## config.mk

```make
export PLATFORM = sky130hd
export DESIGN_NAME = muldiv_unit_flat
export DESIGN_NICKNAME = d
export VERILOG_FILES = /design/src/rtl/muldiv_unit_if.sv /design/src/rtl/muldiv_unit.sv /design/src/flat_wrapper.sv
export SDC_FILE = /design/constraint.sdc
export NUM_CORES = 1
export LEC_CHECK = 0
export BUFFER_PORTS_ARGS = -buffer_cell sky130_fd_sc_hd__buf_2
export CORE_UTILIZATION = 45
export CTS_CLUSTER_SIZE = 28
export DETAILED_ROUTE_END_ITERATION = 10
export PLACE_DENSITY = 0.61
export SLEW_MARGIN = 20
export SYNTH_ARGS = -nofsm -noshare
export SYNTH_HDL_FRONTEND = slang
export SYNTH_SLANG_ARGS = --single-unit
```

## constraint.sdc

```tcl
create_clock -name clk -period 3.7 [get_ports clk]
set_clock_uncertainty 0.05 [all_clocks]
set_input_delay 0.37 -clock clk [delete_from_list [all_inputs] [get_ports clk]]
set_output_delay 0.37 -clock clk [all_outputs]
set_load 0.01 [all_outputs]
```

## src/rtl/muldiv_unit_if.sv

```systemverilog
// muldiv_unit_if: request/write-back bundle between the decode stage and the mul/div unit.
interface muldiv_unit_if #(parameter int DATA_WIDTH = 32) ();
    logic                  start;
    logic [2:0]            funct3;
    logic [DATA_WIDTH-1:0] rs1_data;
    logic [DATA_WIDTH-1:0] rs2_data;
    logic [4:0]            rd_addr;
    logic                  stall;
    logic                  busy;
    logic                  wr_en;
    logic [4:0]            wr_addr;
    logic [DATA_WIDTH-1:0] wr_data;
    modport master (output start, funct3, rs1_data, rs2_data, rd_addr,
                    input  stall, busy, wr_en, wr_addr, wr_data);
    modport slave  (input  start, funct3, rs1_data, rs2_data, rd_addr,
                    output stall, busy, wr_en, wr_addr, wr_data);
endinterface

```

## src/rtl/muldiv_unit.sv

```systemverilog
// muldiv_unit: iterative RV32M multiply/divide, shift-add multiply and restoring divide, one bit per cycle.
module muldiv_unit #(parameter int DATA_WIDTH = 32) (
    input logic         clk,
    input logic         reset,
    muldiv_unit_if.slave bus
);
    localparam int DW = DATA_WIDTH;
    localparam int CW = $clog2(DW + 1);
    localparam logic [DW-1:0] MIN = {1'b1, {(DW-1){1'b0}}};
    typedef enum logic [1:0] {IDLE, CALC, DONE} state_t;
    state_t state_q, state_d;
    logic [CW-1:0] cnt_q, cnt_d;
    logic [2:0] op_q, op_d;
    logic [4:0] rd_q, rd_d, wr_addr_q, wr_addr_d;
    logic [DW-1:0] hi_q, hi_d, lo_q, lo_d, b_q, b_d, wr_data_q, wr_data_d;
    logic neg_q, neg_d, rneg_q, rneg_d, busy_q;
    logic is_div, a_neg, b_neg, div0, ovf;
    logic [DW-1:0] ma, mb, quot, rem, result;
    logic [DW:0] sum, sh, diff;
    logic [2*DW-1:0] prod;
    always_comb begin
        is_div = bus.funct3[2];
        a_neg  = bus.rs1_data[DW-1] & (is_div ? ~bus.funct3[0] : (bus.funct3 == 3'd1 || bus.funct3 == 3'd2));
        b_neg  = bus.rs2_data[DW-1] & (is_div ? ~bus.funct3[0] : (bus.funct3 == 3'd1));
        ma     = a_neg ? -bus.rs1_data : bus.rs1_data;
        mb     = b_neg ? -bus.rs2_data : bus.rs2_data;
        div0   = is_div && bus.rs2_data == '0;
        ovf    = is_div && !bus.funct3[0] && bus.rs1_data == MIN && bus.rs2_data == '1;
        // hi:lo is the product accumulator for multiply and remainder:dividend/quotient for divide
        sum    = {1'b0, hi_q} + (lo_q[0] ? {1'b0, b_q} : '0);
        sh     = {hi_q, lo_q[DW-1]};
        diff   = sh - {1'b0, b_q};
        prod   = neg_q ? -{hi_q, lo_q} : {hi_q, lo_q};
        quot   = neg_q ? -lo_q : lo_q;
        rem    = rneg_q ? -hi_q : hi_q;
        result = op_q[2] ? (op_q[1] ? rem : quot) : (op_q[1:0] == 2'd0 ? prod[DW-1:0] : prod[2*DW-1:DW]);
    end
    always_comb begin
        state_d   = state_q;
        cnt_d     = cnt_q;
        op_d      = op_q;
        rd_d      = rd_q;
        hi_d      = hi_q;
        lo_d      = lo_q;
        b_d       = b_q;
        neg_d     = neg_q;
        rneg_d    = rneg_q;
        wr_data_d = wr_data_q;
        wr_addr_d = wr_addr_q;
        case (state_q)
            IDLE: if (bus.start) begin
                op_d    = bus.funct3;
                rd_d    = bus.rd_addr;
                cnt_d   = CW'(DW);
                neg_d   = a_neg ^ b_neg;
                rneg_d  = a_neg;
                hi_d    = '0;
                lo_d    = is_div ? ma : mb;
                b_d     = is_div ? mb : ma;
                state_d = CALC;
                // corner cases skip iteration with the final quotient/remainder preloaded, unsigned
                if (div0 || ovf) begin
                    state_d = DONE;
                    neg_d   = 1'b0;
                    rneg_d  = 1'b0;
                    lo_d    = div0 ? '1 : MIN;
                    hi_d    = div0 ? bus.rs1_data : '0;
                end
            end
            CALC: begin
                cnt_d   = cnt_q - CW'(1);
                hi_d    = op_q[2] ? (diff[DW] ? sh[DW-1:0] : diff[DW-1:0]) : sum[DW:1];
                lo_d    = op_q[2] ? {lo_q[DW-2:0], ~diff[DW]} : {sum[0], lo_q[DW-1:1]};
                state_d = cnt_q == CW'(1) ? DONE : CALC;
            end
            DONE: begin
                state_d   = IDLE;
                wr_data_d = result;
                wr_addr_d = rd_q;
            end
            default: state_d = IDLE;
        endcase
    end
    always_ff @(posedge clk or negedge reset) begin
        if (!reset) begin
            state_q   <= IDLE;
            cnt_q     <= '0;
            op_q      <= '0;
            rd_q      <= '0;
            hi_q      <= '0;
            lo_q      <= '0;
            b_q       <= '0;
            neg_q     <= 1'b0;
            rneg_q    <= 1'b0;
            wr_data_q <= '0;
            wr_addr_q <= '0;
            busy_q    <= 1'b0;
        end else begin
            state_q   <= state_d;
            cnt_q     <= cnt_d;
            op_q      <= op_d;
            rd_q      <= rd_d;
            hi_q      <= hi_d;
            lo_q      <= lo_d;
            b_q       <= b_d;
            neg_q     <= neg_d;
            rneg_q    <= rneg_d;
            wr_data_q <= wr_data_d;
            wr_addr_q <= wr_addr_d;
            busy_q    <= state_d != IDLE;
        end
    end
    assign bus.stall   = (state_q == IDLE && bus.start) || state_q == CALC;
    assign bus.busy    = busy_q;
    assign bus.wr_en   = state_q == DONE && rd_q != '0;
    assign bus.wr_addr = state_q == DONE ? rd_q : wr_addr_q;
    assign bus.wr_data = state_q == DONE ? result : wr_data_q;
endmodule
```

## src/flat_wrapper.sv

```systemverilog
// flat-port wrapper written by rule: the top's interface ports become plain ports
module muldiv_unit_flat 
#(parameter int DATA_WIDTH = 32)
  (clk, reset, bus_start, bus_funct3, bus_rs1_data, bus_rs2_data, bus_rd_addr, bus_stall, bus_busy, bus_wr_en, bus_wr_addr, bus_wr_data);
  muldiv_unit_if #(.DATA_WIDTH(DATA_WIDTH)) bus_i ();
  input logic clk;
  input logic reset;
  input wire logic [$bits(bus_i.start)-1:0] bus_start;
  input wire logic [$bits(bus_i.funct3)-1:0] bus_funct3;
  input wire logic [$bits(bus_i.rs1_data)-1:0] bus_rs1_data;
  input wire logic [$bits(bus_i.rs2_data)-1:0] bus_rs2_data;
  input wire logic [$bits(bus_i.rd_addr)-1:0] bus_rd_addr;
  output wire logic [$bits(bus_i.stall)-1:0] bus_stall;
  output wire logic [$bits(bus_i.busy)-1:0] bus_busy;
  output wire logic [$bits(bus_i.wr_en)-1:0] bus_wr_en;
  output wire logic [$bits(bus_i.wr_addr)-1:0] bus_wr_addr;
  output wire logic [$bits(bus_i.wr_data)-1:0] bus_wr_data;
  assign bus_i.start = bus_start;
  assign bus_i.funct3 = bus_funct3;
  assign bus_i.rs1_data = bus_rs1_data;
  assign bus_i.rs2_data = bus_rs2_data;
  assign bus_i.rd_addr = bus_rd_addr;
  assign bus_stall = bus_i.stall;
  assign bus_busy = bus_i.busy;
  assign bus_wr_en = bus_i.wr_en;
  assign bus_wr_addr = bus_i.wr_addr;
  assign bus_wr_data = bus_i.wr_data;
  muldiv_unit #(.DATA_WIDTH(DATA_WIDTH)) u_core (.clk(clk), .reset(reset), .bus(bus_i));
endmodule
```

-- Yosys cells after proc, flatten, opt, wreduce, memory -nomap -nowiden
Index checks and enable logic that the tools add are counted.
Widths: inputs -> output; s select.
- add/sub/neg operators: 8
- reduce and logical (&&, ||, !) cells: 18
- equal/unequal tests: 8
- bitwise gates (word level): 5
- mux-type cells: 34
- operator list (operator ; number):
    $mux 32 ; 19
    $neg 32->32 ; 4
    $pmux 32 s2 ; 2
    $eq 32x32->1 const B ; 2
    $mux 64 ; 1
    $neg 64->64 ; 1
    $add 32x33->33 ; 1
    $sub 33x32->33 ; 1
    $logic_not 32->1 ; 1
    $mux 31 ; 1
    $pmux 6 s2 ; 1
    $eq 6x1->1 const B ; 1
    $logic_and 1x1->1 ; 6
    $mux 2 ; 3
    $mux 6 ; 1
    $sub 6x1->6 const B ; 1
    $mux 5 ; 1
    $reduce_bool 5->1 ; 1
    $logic_not 2->1 ; 2
    $mux 1 ; 4
    $pmux 2 s2 ; 1
    $reduce_and 2->1 ; 2
    $reduce_bool 2->1 ; 2
    $eq 3x1->1 const B ; 1
    9 further kinds ; 13
- logic and storage cells: 85
- input bits: 75
- register bits after elaboration: 152

-- Depth between registers and ports, before layout
Gate-level depths: netlist of the first run.
- depth in word-level cells: 9
- gate-level depth with buffers: 14
- depth with buffers taken out: 12

-- Least setup slack after synthesis of the first run
OpenSTA, ideal clock, no wires.
- path type: flip-flop to output port
- from: register u_core.lo_q[15]
- to: output bus_wr_data[10]
- stages on the path, launching flop included: 12
- path slack: 0.144 ns
- arrival: 3.136 ns
- path buffers: 2
- cell sequence: dfrtp_1 buf_6 or4_1 nand4bb_4 or2_1 buf_6 or3_4 or4_4 a21oi_2 xor2_1 a221o_1 o21ai_1
- cells in the longest elaborated chain, start to end: 5
- RTL lines (what ; line ; RTL):
    start: declaration ; muldiv_unit.sv:15 ; logic [DW-1:0] hi_q, hi_d, lo_q, lo_d, b_q, b_d, wr_data_q, wr_data_d;
    start signal: assignment ; muldiv_unit.sv:104 ; lo_q <= lo_d;
    $neg 64->64 ; muldiv_unit.sv:33 ; prod = neg_q ? -{hi_q, lo_q} : {hi_q, lo_q};
    $mux 64 ; muldiv_unit.sv:33 ;
    $mux 32 (2 in a row) ; muldiv_unit.sv:36 ; result = op_q[2] ? (op_q[1] ? rem : quot) : (op_q[1:0] == 2'd0 ? prod[DW-1:0] : prod[2*DW-1:DW]);
    $mux 32 ; muldiv_unit.sv:117 ; assign bus.wr_data = state_q == DONE ? result : wr_data_q;
    end: declaration ; flat_wrapper.sv:17 ; output wire logic [$bits(bus_i.wr_data)-1:0] bus_wr_data;
Every way passes these cells.

-- Final worst setup path of the first run
- from: register u_core.lo_q[9]
- to: output bus_wr_data[10]
- cells in the longest elaborated chain, start to end: 5
- elaborated cells on any way between the ends: 8
- those cells by class: add/sub (2); mux (6)
- RTL lines (what ; line):
    $neg 64->64 / $neg 32->32 (equally long branches) ; muldiv_unit.sv:33, muldiv_unit.sv:34
    $mux 64 / $mux 32 (equally long branches) ; muldiv_unit.sv:33, muldiv_unit.sv:34
    $mux 32 ; muldiv_unit.sv:36
    $mux 32 * ; muldiv_unit.sv:36
    $mux 32 * ; muldiv_unit.sv:117
Every way passes the cells marked *; elsewhere a longest branch is shown, timed or not.

==> flow_summary.ini, run 1 <==
[run_status]
status = finished with violations
violations = setup timing

[critical_path]
cpPeakStageDelay_ns = 0.55
critPathMostFrequentCell = or4_4
end_kind = output pin
reg2reg_depth = 19
path_buf_inv = 1
worstPathRequired_ns = 3.28
reg2reg_slack_ns = -0.09
cp_top_family = simple AND/OR/NAND/NOR gates
path_cells = or4_4 -> nand4bb_4 -> or2_1 -> or3_4 -> or4_4 -> a21oi_2 -> xor2_1 -> a221o_1 -> o21ai_2 -> buf_2
critPathMaxFanout = 2
critPathSlowestCell = or4_4
critPathArrivalTime_ns = 3.59
path_class = reg -> out
path_depth = 10
crit_path_start_kind = flop

[sta]
fin_crit_ns = 4.006
worst_slew_pin_slew_ns = 1.083
relSlewSlack_pct = 27.52
rsz0062_at_grt = yes
setup_viol = 19
slew_viol_final = 0
min_period_over_period_pct = 108.3
finalHoldViolations = 0
fin_ws_ns = -0.3059
max_freq_mhz = 249.6
tns_ns = -2.006
fin_hold_ws_ns = 0.05021

[floorplanning]
num_io_pins = 115
core_area_um2 = 32780
die_area_um2 = 34260
initial_utilization_pct = 46.02
fp-row-count = 66
die_x_um = 185.1
die_y_um = 185.1

[global_routing]
grt_max_degree = 81
grt-ovfl-total = 0
grt_pass1_vias = 14785
grt_antenna_before_repair = 1
grt_pass1_wl_mm = 87.55
grt_usage_pct = 34.07

[clock_tree]
path_clk_slew_ns = 0.07
cts_num_sinks = 152
cts_tree = done
cts_buffer_depth = 2
cts_buffers = 17
htree_num_levels = 4
insertion_delay_ns = 0.46
cts-root-buf = clkbuf_16

[drt]
drt-initial-drc-count = 1693
vias = 16139
viasPerCell = 6.214
first_pass_iters = 8
ant_nets = 0
totalWireLength_mm = 57.70
routedWlPerCell_um = 22.22
drc_errors = 0

[synth]
ys_async_sr_fraction_pct = 100.0
synth-warning-count = 0
syn-num-nets = 2125
avgSynthCellArea_um2 = 7.631
synth_edf_count = 0
yosysSeqAreaShare_pct = 25.21
ys.flop_type = dfrtp_1
ys_ff_latch = 152
synth_cell_types = 78
netlist_instances = 1977
netlist_area_um2 = 15090

[layout]
layout_common_cells = 221 x nand2_1, 188 x nor2_1, 157 x buf_4
drive_gt1_share_pct = 19.55
stdcell_area_um2 = 17970
layout_commonest_cell = nand2_1
syn_to_final_growth_pct = 19.12
nets = 2289

[placement]
gp_congestion = 1.007
io_buffers = 114
dpl_cell_area_um2 = 16740
dpl.hpwl_mm = 45.08

[job]
drv_cap = 0

[hold_path]
hold_depth = 3
min_path_type = in -> reg

[power_and_ir_drop]
leakagePower_nw = 7.875
cellPowerDensity_nw_per_um2 = 987.1
peakVddDrop_uv = 486.1
total_power_w = 0.01774
[cell families after synthesis]
logic type               after synthesis  share of synthesized area [%]
AND/OR/NAND/NOR                      661                          20.73
multiplexers                          87                          5.921
flip-flops                           152                          25.21
adder cells (fa/ha/maj)               73                          6.154
buffers and inverters                213                          5.532
XOR/XNOR                             192                          11.15
AO/OA/AOI/OAI                        599                          25.30
[final cells by class]
type                            instances  area [um^2]
Inverter                               79        296.5
Fill cell                            3172        14810
Timing Repair Buffer                  279         1883
Clock buffer                           20        456.7
Sequential cell                       152         3806
Antenna cell                            1        2.502
Tap cell                              442        553.0
Multi-Input combinational cell       1612        10870
Clock inverter                         12        105.1
[cell usage after synthesis (5+ instances only)]
| cell | count | share of area, % |
|---|---|---|
| o31a_1 | 5 | 0.29 |
| nand2b_1 | 11 | 0.46 |
| nand3_1 | 46 | 1.5 |
| inv_1 | 77 | 1.9 |
| o221ai_1 | 15 | 0.87 |
| or4_1 | 14 | 0.70 |
| a22o_1 | 6 | 0.35 |
| buf_2 | 7 | 0.23 |
| o21bai_1 | 10 | 0.50 |
| a21o_1 | 31 | 1.5 |
| o21ai_0 | 188 | 6.2 |
| nor2_1 | 190 | 4.7 |
| o31ai_1 | 26 | 1.3 |
| a221oi_1 | 23 | 1.3 |
| a22oi_1 | 14 | 0.70 |
| ha_1 | 71 | 5.9 |
| a31oi_1 | 11 | 0.46 |
| xnor2_1 | 114 | 6.6 |
| o21a_1 | 12 | 0.60 |
| nand2_1 | 226 | 5.6 |
| o22ai_1 | 13 | 0.54 |
| o41ai_1 | 13 | 0.75 |
| a211oi_1 | 14 | 0.70 |
| or2_2 | 8 | 0.33 |
| nand4_1 | 19 | 0.79 |
| mux2i_1 | 69 | 4.6 |
| a221o_1 | 12 | 0.80 |
| nor3_1 | 48 | 1.6 |
| and3_1 | 7 | 0.29 |
| o211ai_1 | 40 | 2.0 |
| and2_1 | 10 | 0.41 |
| mux2_2 | 18 | 1.3 |
| clkbuf_1 | 119 | 3.0 |
| or3_1 | 24 | 1.0 |
| xor2_1 | 78 | 4.5 |
| a21oi_1 | 131 | 4.3 |
| nor4_1 | 11 | 0.46 |
| a222oi_1 | 7 | 0.46 |
| dfrtp_1 | 152 | 25 |
| nor2b_1 | 9 | 0.37 |
[final timing paths]
check	start	to
hold / removal	bus_rd_addr[2]	u_core.rd_q[2]
setup / recovery	u_core.lo_q[9]	bus_wr_data[10]
max in group asynchronous	reset	u_core.hi_q[4]
min in group asynchronous	reset	u_core.cnt_q[3]
setup reg to reg	u_core.lo_q[9]	u_core.wr_data_q[30]
hold reg to reg	u_core.wr_data_q[10]	u_core.wr_data_q[10]
[timing repair]
item,CTS,global route
buffers inserted,17,14
pin swaps,28,38
endpoints found under the setup margin,27,47
resized for setup,62,59
hold buffers,1,0
endpoints found under the hold margin,78,0
[per-stage QoR]
| stage | utilization [%] | std cells | setup slack [ns] |
|---|---|---|---|
| floorplan | - | 1977 | 0.1442 |
| global placement | 51.08 | 2533 | 0.1247 |
| detailed placement | 51.08 | 2533 | 0.09870 |
| CTS | 53.87 | 2583 | -0.3345 |
| global route | 54.82 | 2597 | -0.4129 |
| finish | 54.82 | 2597 | -0.3059 |
[metal layers]
layer	wire, um	vias up	global-route usage, %
li1	-	7472	-
met1	24810	7745	45.46
met2	25130	754	52.68
met3	4324	168	5.033
met4	3433	0	18.88
met5	0	-	0
[worst register-to-register path: stages, from the launching register on]
cell and delay [ns]:
dfrtp_1 0.38, or4_4 0.55, nand4bb_4 0.22, buf_4 0.16
buf_6 0.12, nor4_4 0.25, buf_4 0.19, nand2_4 0.06
o21ai_2 0.14, xor2_1 0.23, nand3_1 0.11, o211ai_1 0.20
o21ai_1 0.13, buf_4 0.18, buf_4 0.12, buf_4 0.12
buf_4 0.12, buf_4 0.12, buf_4 0.12, buf_4 0.12
[report_power, final]
group,switching [W],internal (W)
Sequential,0.000657,0.00241
Combinational,0.00767,0.00525
Clock,0.000830,0.000913
[flip-flops by register name, indices dropped and copies added (netlist names), 2 cells and up]
register and flops:
u_core.b_q 32, u_core.hi_q 32, u_core.lo_q 32, u_core.wr_data_q 32, u_core.cnt_q 6, u_core.rd_q 5
u_core.wr_addr_q 5, u_core.op_q 3, u_core.state_q 2
No activity file was read; power rests on OpenSTA's default activity.
==> inputs of run 2 (changes only) <==
CTS_BUF_LIST = sky130_fd_sc_hd__clkbuf_4 sky130_fd_sc_hd__clkbuf_8 sky130_fd_sc_hd__clkbuf_16   (was not set)
SLEW_MARGIN = not set   (was 20)
==> run 2 against run 1 <==
- the run still ends with setup timing left
- global-route usage is the same
- critical path type unchanged
- via count shrank 0.17%
- combinational power is essentially flat
- fmax shrank 0.25%
- routed wire length is essentially flat
==> flow_summary.ini, run 2 (synthesis gave the netlist of run 1 again) <==
[critical_path]
cp_top_family = simple AND/OR/NAND/NOR gates
end_kind = output pin
critPathArrivalTime_ns = 3.60
worstPathRequired_ns = 3.28
critPathMaxFanout = 2
critPathSlowestCell = or4_4
path_buf_inv = 1
critPathMostFrequentCell = or4_4
cpPeakStageDelay_ns = 0.55
path_class = reg -> out
path_cells = or4_4 -> nand4bb_4 -> or2_1 -> or3_4 -> or4_4 -> a21oi_2 -> xor2_1 -> a221o_1 -> o21ai_2 -> buf_2
crit_path_start_kind = flop

[drt]
viasPerCell = 6.204
first_pass_iters = 6
ant_nets = 0
totalWireLength_mm = 57.68
routedWlPerCell_um = 22.21
drc_errors = 0
drt-initial-drc-count = 1588
vias = 16111

[sta]
relSlewSlack_pct = 29.83
finalHoldViolations = 0
fin_crit_ns = 4.016
rsz0062_at_grt = yes
setup_viol = 18
min_period_over_period_pct = 108.5
fin_hold_ws_ns = 0.05090
slew_viol_final = 0
fin_ws_ns = -0.3159
max_freq_mhz = 249.0
worst_slew_pin_slew_ns = 1.049

[power_and_ir_drop]
peakVddDrop_uv = 488.6
leakagePower_nw = 7.878
cellPowerDensity_nw_per_um2 = 987.6

[global_routing]
grt_max_degree = 81
grt-ovfl-total = 0
grt_antenna_before_repair = 1
grt_pass1_vias = 14785
grt_usage_pct = 34.07
grt_pass1_wl_mm = 87.55

[clock_tree]
cts-root-buf = clkbuf_16
cts_buffers = 17
cts_buffer_depth = 2
cts_tree = done
path_clk_slew_ns = 0.07
insertion_delay_ns = 0.46
cts_num_sinks = 152
htree_num_levels = 4

[job]
drv_cap = 0

[floorplanning]
num_io_pins = 115
fp-row-count = 66
initial_utilization_pct = 46.02
die_y_um = 185.1
core_area_um2 = 32780
die_area_um2 = 34260
die_x_um = 185.1

[layout]
layout_commonest_cell = nand2_1
syn_to_final_growth_pct = 19.15
drive_gt1_share_pct = 19.59
layout_common_cells = 221 x nand2_1, 188 x nor2_1, 157 x buf_4
nFillCells = 3172
fin_util_pct = 54.83
nets = 2289
final_cells = 2597

[run_status]
violations = setup timing
status = finished with violations

[placement]
io_buffers = 114
dpl.hpwl_mm = 45.08
gp_congestion = 1.007
placedCellCount = 2533

[hold_path]
min_path_type = in -> reg
## run 2: cell counts in the layout (fill, tap and decap cells not counted)
Identical to the previous run, type by type.
## run 2: what timing repair did
action / CTS / global route
setup buffers: 17 / 14
endpoints found under the hold margin: 78 / 0
gates cloned: 0 / 0
pin swaps: 28 / 38
setup endpoints to repair: 27 / 47
resized for setup: 62 / 59
hold buffers: 1 / 0
## run 2: path summary, 6_finish.rpt
kind	from	to	slack, ns	cells past startpoint
hold / removal	bus_rd_addr[2]	u_core.rd_q[2]	0.05	3
min in group asynchronous	reset	u_core.cnt_q[3]	0.50	2
setup reg to reg	u_core.lo_q[9]	u_core.wr_data_q[30]	-0.09	19
hold reg to reg	u_core.wr_data_q[10]	u_core.wr_data_q[10]	0.42	2
max in group asynchronous	reset	u_core.hi_q[31]	2.23	3
setup / recovery	u_core.lo_q[9]	bus_wr_data[10]	-0.32	10
## run 2: worst reg2reg max path, stage by stage (launching register included)
cell       delay [ns]
dfrtp_1          0.38
or4_4            0.55
nand4bb_4        0.22
buf_4            0.16
buf_6            0.12
nor4_4           0.25
buf_4            0.19
nand2_4          0.06
o21ai_2          0.14
xor2_1           0.23
nand3_1          0.11
o211ai_1         0.20
o21ai_1          0.13
buf_4            0.18
buf_4            0.12
buf_4            0.12
buf_4            0.12
buf_4            0.12
buf_4            0.12
buf_4            0.12
## run 2: layout make-up
type / instances / area [um^2] / area share, %
diodes: 1 / 2.502 / 0.01392
well taps: 442 / 553.0 / 3.076
clock inverters: 12 / 105.1 / 0.5847
inverters: 79 / 296.5 / 1.650
multi-input cells: 1612 / 10870 / 60.47
flip-flops and latches: 152 / 3806 / 21.17
repair buffers: 279 / 1883 / 10.48
clock buffers: 20 / 460.4 / 2.561
## run 2: metrics by stage
step                      setup slack [ns]  TNS (ns)  total power (W)  area [um^2]
after CTS                          -0.3347    -3.354          0.01719        17670
final                              -0.3159    -2.017          0.01775        17980
after floorplan                     0.1442         0          0.01107        15090
after global routing               -0.4128    -5.263          0.01900        17980
after global placement              0.1247         0          0.01489        16740
after detailed placement           0.09870         0          0.01502        16740
## run 2: where the power goes
part	leakage, nW	switching, W	internal (W)
combinational	5.69	0.00768	0.00525
sequential	1.91	0.000656	0.00241
clock	0.274	0.000829	0.000920
## run 2: per-layer routing
| layer | GRT usage, % | vias up | part of all wire [%] |
|---|---|---|---|
| li1 | - | 7471 | - |
| met1 | 45.46 | 7716 | 43 |
| met2 | 52.68 | 757 | 44 |
| met3 | 5.033 | 167 | 7.4 |
| met4 | 18.88 | 0 | 6.0 |
| met5 | 0 | - | 0 |
